===== src/rtl/sat_up_intlv_ctrl.sv =====
// -----------------------------------------------------------------------------
// sat_up_intlv_ctrl
//
// Per-frame controller for the SAT-UPLINK block interleaver. A frame starts
// with a link ID, which is registered and driven to an external length lookup.
// After the lookup latency the frame length is captured. The interleaver RAM
// is then written linearly (m_len symbols) and read back column-major over a
// COLS-wide matrix. Matrix cells beyond the frame length are skipped with
// one bubble cycle each.
//
// Ports
//   clk_i          clock
//   rst_i          asynchronous, active-high reset
//   start_i        frame start pulse (honoured in IDLE only)
//   link_id_i      link ID, sampled with start_i
//   lut_link_id_o  registered link ID driven to the length lookup
//   lut_m_len_i    frame length returned by the lookup (0 = unsupported ID)
//   wr_valid_i     input symbol valid
//   wr_en_o        RAM write strobe
//   wr_addr_o      RAM write address
//   rd_ready_i     downstream can accept a symbol
//   rd_en_o        RAM read strobe
//   rd_addr_o      RAM read address
//   rd_last_o      qualifies the final read of the frame
//   busy_o         high whenever the controller is not idle
//   done_o         one-cycle pulse at frame completion
//   err_o          one-cycle pulse when the lookup returns length 0
//
// States
//   S_IDLE   | waiting for start_i
//   S_LOOKUP | waiting LUT_LAT clocks for the length lookup, then capture
//   S_WRITE  | linear RAM write of len_q symbols
//   S_READ   | column-major pruned RAM read of len_q symbols
//   S_DONE   | one terminating cycle: done_o, or err_o if len_q is 0
// -----------------------------------------------------------------------------
module sat_up_intlv_ctrl #(
    parameter int COLS    = 32,
    parameter int LEN_W   = 13,
    parameter int LUT_LAT = 2
) (
    input  logic             clk_i,
    input  logic             rst_i,
    input  logic             start_i,
    input  logic [5:0]       link_id_i,
    output logic [5:0]       lut_link_id_o,
    input  logic [LEN_W-1:0] lut_m_len_i,
    input  logic             wr_valid_i,
    output logic             wr_en_o,
    output logic [LEN_W-1:0] wr_addr_o,
    input  logic             rd_ready_i,
    output logic             rd_en_o,
    output logic [LEN_W-1:0] rd_addr_o,
    output logic             rd_last_o,
    output logic             busy_o,
    output logic             done_o,
    output logic             err_o
);

    localparam int C_W  = $clog2(COLS);
    localparam int R_W  = LEN_W - C_W;
    localparam int LK_W = (LUT_LAT < 1) ? 1 : $clog2(LUT_LAT + 1);

    typedef enum logic [2:0] {
        S_IDLE   = 3'd0,
        S_LOOKUP = 3'd1,
        S_WRITE  = 3'd2,
        S_READ   = 3'd3,
        S_DONE   = 3'd4
    } state_t;

    state_t           state_q, state_d;
    logic [LK_W-1:0]  lk_cnt_q;
    logic [LEN_W-1:0] len_q;
    logic [R_W-1:0]   last_row_q;
    logic [LEN_W-1:0] wcnt_q;
    logic [LEN_W-1:0] rcnt_q;
    logic [R_W-1:0]   r_q;
    logic [C_W-1:0]   c_q;
    logic [5:0]       lut_link_id_q;

    logic [LEN_W-1:0] len_m1;
    logic [LEN_W-1:0] cand;
    logic             pruned;
    logic             lk_hit;
    logic             wr_fire;
    logic             wr_fin;
    logic             rd_fire;
    logic             rd_fin;
    logic [R_W:0]     rows_d;
    logic [R_W-1:0]   last_row_d;

    assign len_m1 = len_q - LEN_W'(1);
    assign lk_hit = (lk_cnt_q == LK_W'(LUT_LAT));

    // Row-major RAM address of the current matrix cell: r*COLS + c.
    assign cand   = {r_q, c_q};
    assign pruned = (cand >= len_q);

    assign wr_fire = (state_q == S_WRITE) && wr_valid_i;
    assign wr_fin  = wr_fire && (wcnt_q == len_m1);
    assign rd_fire = (state_q == S_READ) && !pruned && rd_ready_i;
    assign rd_fin  = rd_fire && (rcnt_q == len_m1);

    // rows = ceil(len/COLS) from a shift plus a remainder test. Only rows-1
    // is kept: it is the wrap point of the row counter and always fits R_W
    // bits, whereas rows itself can need one more bit.
    assign rows_d     = (R_W+1)'(lut_m_len_i >> C_W)
                      + (R_W+1)'(|lut_m_len_i[C_W-1:0]);
    assign last_row_d = R_W'(rows_d - (R_W+1)'(1));

    // State register
    always_ff @(posedge clk_i or posedge rst_i) begin
        if (rst_i) begin
            state_q <= S_IDLE;
        end else begin
            state_q <= state_d;
        end
    end

    // Next-state logic
    always_comb begin
        state_d = state_q;
        case (state_q)
            S_IDLE: begin
                if (start_i) state_d = S_LOOKUP;
            end
            S_LOOKUP: begin
                if (lk_hit) begin
                    // A zero length still passes through S_DONE so that
                    // err_o is seen while busy_o is high.
                    state_d = (lut_m_len_i == '0) ? S_DONE : S_WRITE;
                end
            end
            S_WRITE: begin
                if (wr_fin) state_d = S_READ;
            end
            S_READ: begin
                if (rd_fin) state_d = S_DONE;
            end
            S_DONE: begin
                state_d = S_IDLE;
            end
            default: begin
                state_d = S_IDLE;
            end
        endcase
    end

    // Output logic
    always_comb begin
        busy_o    = 1'b0;
        wr_en_o   = 1'b0;
        rd_en_o   = 1'b0;
        rd_last_o = 1'b0;
        done_o    = 1'b0;
        err_o     = 1'b0;
        case (state_q)
            S_LOOKUP: begin
                busy_o = 1'b1;
            end
            S_WRITE: begin
                busy_o  = 1'b1;
                wr_en_o = wr_fire;
            end
            S_READ: begin
                busy_o    = 1'b1;
                rd_en_o   = rd_fire;
                rd_last_o = rd_fin;
            end
            S_DONE: begin
                busy_o = 1'b1;
                done_o = (len_q != '0);
                err_o  = (len_q == '0);
            end
            default: begin
                busy_o = 1'b0;
            end
        endcase
    end

    assign lut_link_id_o = lut_link_id_q;
    assign wr_addr_o     = wcnt_q;
    assign rd_addr_o     = cand;

    // Datapath: lookup counter, length capture, write/read pointers
    always_ff @(posedge clk_i or posedge rst_i) begin
        if (rst_i) begin
            lk_cnt_q      <= '0;
            len_q         <= '0;
            last_row_q    <= '0;
            wcnt_q        <= '0;
            rcnt_q        <= '0;
            r_q           <= '0;
            c_q           <= '0;
            lut_link_id_q <= '0;
        end else begin
            case (state_q)
                S_IDLE: begin
                    if (start_i) begin
                        lut_link_id_q <= link_id_i;
                        lk_cnt_q      <= '0;
                        len_q         <= '0;
                        last_row_q    <= '0;
                        wcnt_q        <= '0;
                        rcnt_q        <= '0;
                        r_q           <= '0;
                        c_q           <= '0;
                    end
                end
                S_LOOKUP: begin
                    if (lk_hit) begin
                        len_q      <= lut_m_len_i;
                        last_row_q <= last_row_d;
                    end else begin
                        lk_cnt_q <= lk_cnt_q + LK_W'(1);
                    end
                end
                S_WRITE: begin
                    if (wr_fire) wcnt_q <= wcnt_q + LEN_W'(1);
                end
                S_READ: begin
                    if (rd_fire) rcnt_q <= rcnt_q + LEN_W'(1);
                    // A pruned cell costs one bubble and is skipped without
                    // waiting for rd_ready_i; a real cell waits for its read.
                    if (rd_fire || pruned) begin
                        if (r_q == last_row_q) begin
                            r_q <= '0;
                            c_q <= c_q + C_W'(1);
                        end else begin
                            r_q <= r_q + R_W'(1);
                        end
                    end
                end
                default: begin
                end
            endcase
        end
    end

endmodule

===== config.mk =====
export PLATFORM = sky130hd
export DESIGN_NAME = sat_up_intlv_ctrl
export DESIGN_NICKNAME = d
export VERILOG_FILES = /design/src/rtl/sat_up_intlv_ctrl.sv
export SDC_FILE = /design/constraint.sdc
export NUM_CORES = 1
export LEC_CHECK = 0
export CAP_MARGIN = 15
export CORE_ASPECT_RATIO = 0.9
export CORE_MARGIN = 4
export CORE_UTILIZATION = 41
export DETAILED_ROUTE_END_ITERATION = 7
export GPL_ROUTABILITY_DRIVEN = 0
export SYNTH_ARGS = -nofsm -noshare
export SYNTH_HDL_FRONTEND = slang
export SYNTH_SLANG_ARGS = --single-unit
export TNS_END_PERCENT = 30

===== constraint.sdc =====
create_clock -name clk_i -period 3.18 [get_ports clk_i]
set_clock_uncertainty 0.05 [all_clocks]
set_input_delay 0.795 -clock clk_i [delete_from_list [all_inputs] [get_ports clk_i]]
set_output_delay 0.795 -clock clk_i [all_outputs]
set_load 0.03 [all_outputs]

==> impl_metrics.env <==
export IMPL_status="complete, but fails checks"
export IMPL_failed_checks="negative setup slack"
export IMPL_final_layout_size_suffix_gt1_share_pct=14.19
export IMPL_worst_setup_path_start_kind="flop"
export IMPL_number_of_antenna_violations_at_the_first_check_in_global_routing=0
export IMPL_mostFrequentLayoutCells="dfrtp_1, nand2_1, clkdlybuf4s50_1"
export IMPL_syn_area_sq_um=4641
export IMPL_cts_htree_levels=3
export IMPL_place_hpwl_um=9738
export IMPL_via_cell_ratio=5.487
export IMPL_initialDrtViolationCount=271
export IMPL_routed_wire_length_per_instance_um=16.64
export IMPL_final_hold_worst_slack_ns=0.4274
export IMPL_power_density_nw_per_um2=570.0
export IMPL_required_ns=2.33
export IMPL_ys_warnings_count=0
export IMPL_yosys_register_bits=71
export IMPL_cts_tree="yes"
export IMPL_grt_pass1_wl_um=21470
export IMPL_wirelength_um=12970
export IMPL_cp_end_kind="output pin"
export IMPL_clk_pwr_share_pct=31.3
export IMPL_fin_nets=667
export IMPL_ratio_of_final_minimum_period_to_clock_period_pct=114.7
export IMPL_finalSetupViolations=2
export IMPL_global_route_total_overflow=0
export IMPL_async_reset_ff_share_pct=100.0
export IMPL_clk_insertion_delay_late_ns=0.34
export IMPL_stdcell_area_sq_um=6046
export IMPL_fp_row_count=36
export IMPL_cellLeakagePower_uw=0.002668
export IMPL_cp_max_fanout=3
export IMPL_synth_edf_count=0
export IMPL_grt_total_usage_pct=20.93
export IMPL_postLayoutSetupSlackWorst_ns=-0.4683
export IMPL_mappedNetlistNets=577
export IMPL_dr_pass1_iters=5
export IMPL_total_power_uw=3446
export IMPL_grt_max_degree=72
export IMPL_die_width_um=120.1
export IMPL_period_needed_ns=3.648
export IMPL_setup_tns_ns=-0.5642
export IMPL_antenna_diode_instance_count=0
export IMPL_hold_buffers=0
export IMPL_detail_route_antenna_nets=0
export IMPL_syn_area_per_cell_sq_um=8.723
export IMPL_hold_path_class="reg2reg"
export IMPL_area_growth_syn_to_layout_pct=30.28
export IMPL_tightestPinTransition_ns=0.6208
export IMPL_worst_ep_arrival_time_ns=2.80
export IMPL_drc=0
export IMPL_vias_in_the_first_global_route=4212
export IMPL_grt_setup_unrepaired="yes"
export IMPL_cells_after_synthesis=532
export IMPL_numPortBuffers=61
export IMPL_worstSetupPathType="reg2out"
export IMPL_clock_path_buffers=2
export IMPL_slew_violations=0
export IMPL_combPwrFrac_pct=31.6
export IMPL_switching_power_uw=1227
export IMPL_intPower_uw=2219
export IMPL_timing_hold_violations_final=0
export IMPL_cts_inserted_buffers=9
export IMPL_floorplan_core_area_sq_um=10950
export IMPL_switching_share_of_power_pct=35.62
export IMPL_vdd_ir_drop_max_mv=0.3144
export IMPL_seq_area_frac_synth_pct=38.29
export IMPL_fp_dieArea_sq_um=13090
export IMPL_synth_ff_type="dfrtp_1"
export IMPL_achievable_frequency_ghz=0.2741
export IMPL_placed_area_sq_um=5678
export IMPL_cts_root_buffer_cell="clkbuf_16"
export IMPL_synth_cell_type_count=59
export IMPL_final_fill_count=1014
export IMPL_vias=4274
export IMPL_number_of_violations_of_the_max_capacitance_limit=0
export IMPL_timing_max_slew_rel_slack_pct=58.39
export IMPL_power_sequential_fraction_pct=37.1
export IMPL_preCtsSetupSlack_ns=-0.2332
export IMPL_design_portCount=62
export IMPL_initial_utilization_pct=42.40
export IMPL_layout_cells_most_common="dfrtp_1"
export IMPL_worst_setup_hold_path_clk_slew_ns=0.05
export IMPL_cts_sinks=71
export IMPL_die_height_um=108.9
-- cell families (layout without fill, tap and decap cells) --
family	after synthesis	in the layout	synth area share, %
AND/OR/NAND/NOR	215	215	24.32
XOR/XNOR	62	62	12.00
adder cells (fa/ha/maj)	22	22	5.878
AO/OA/AOI/OAI	96	96	12.94
multiplexers	6	6	1.375
buffers and inverters	60	155	5.204
flip-flops	71	71	38.29
-- registers in the layout, summed over array words and instances (netlist names), 3 cells and up --
| register | flops |
|---|---|
| rcnt_q | 13 |
| last_row_q | 8 |
| state_q | 3 |
| c_q | 5 |
| r_q | 8 |
| lut_link_id_o | 6 |
| len_q | 13 |
| wr_addr_o | 13 |
-- repair_timing --
item                       in CTS  in global routing
resized for setup               7                  2
pin swaps                       8                  0
setup endpoints to repair       3                  4
buffers inserted                4                  0
-- path summary, 6_finish.rpt --
path                                           endpoint  cells after the start                         start  slack, ns
hold / removal             lut_link_id_o[1]$_DFFE_PP0P_                      2  lut_link_id_o[1]$_DFFE_PP0P_       0.43
max in group asynchronous          len_q[7]$_DFFE_PP0P_                      3                         rst_i       1.95
setup reg to reg                 state_q[0]$_DFFE_PP0P_                     11          len_q[4]$_DFFE_PP0P_       0.33
hold reg to reg            lut_link_id_o[1]$_DFFE_PP0P_                      2  lut_link_id_o[1]$_DFFE_PP0P_       0.43
min in group asynchronous            c_q[2]$_DFFE_PP0P_                      3                         rst_i       0.79
setup / recovery                              rd_last_o                      8          len_q[7]$_DFFE_PP0P_      -0.47
-- power by group through the flow --
stage / Combinational (uW) / Clock [uW] / Sequential (uW)
CTS: 1090 / 1110 / 1280
floorplan: 584 / 0 / 1340
global route: 1200 / 1140 / 1300
finish: 1090 / 1080 / 1280
global placement: 1050 / 0 / 1290
detailed placement: 1080 / 0 / 1290
-- cell type report --
cell class / instances / area, sq um / area share [%]
clock buffer: 11 / 232.7 / 3.849
clock inverter: 5 / 81.33 / 1.345
inverter: 32 / 120.1 / 1.987
multi-input combinational: 401 / 2676 / 44.27
sequential: 71 / 1778 / 29.41
tap: 152 / 190.2 / 3.146
timing repair buffer: 107 / 967.2 / 16.00
-- critical path, cell delays in order, from the launching register on --
cell and delay (ns):
dfrtp_1 0.38, or4_4 0.57, or3_4 0.35, xnor3_1 0.20, a311o_1 0.37, nor4_2 0.15
nand4_1 0.22, inv_2 0.10, buf_6 0.13
-- through the flow --
stage               util (%)  instances
floorplan                  -        532
finish                 55.24        779
detailed placement     51.87        759
global route           55.24        779
CTS                    55.16        779
global placement       51.87        759
-- cell usage after synthesis (4+ instances only) --
library cell  number  share of area [%]
nand3_1           28                3.0
nor3_1             6               0.65
ha_1              21                5.7
nor2_1            42                3.4
a21oi_1           23                2.5
xnor2_1           23                4.3
nand4_1           17                2.3
and2_1             5               0.67
dfrtp_1           71                 38
nor3b_1            4               0.65
o21ai_0           32                3.5
inv_1             32                2.6
and3_1             8                1.1
clkbuf_1          25                2.0
xor2_1            38                7.2
o31ai_1           12                1.9
or3_1              9                1.2
nor4_1            10                1.3
nand2_1           58                4.7
nand2b_1           4               0.54
-- layer usage --
layer  GRT usage [%]  up-vias  routed length, um
met2           33.37      126               5850
li1                -     2061                  -
met1           28.36     2067               6115
met3           5.550       20                780
met5               0        -                  0
met4           5.560        0                219
Note: power is estimated with default switching activity, not from simulation.
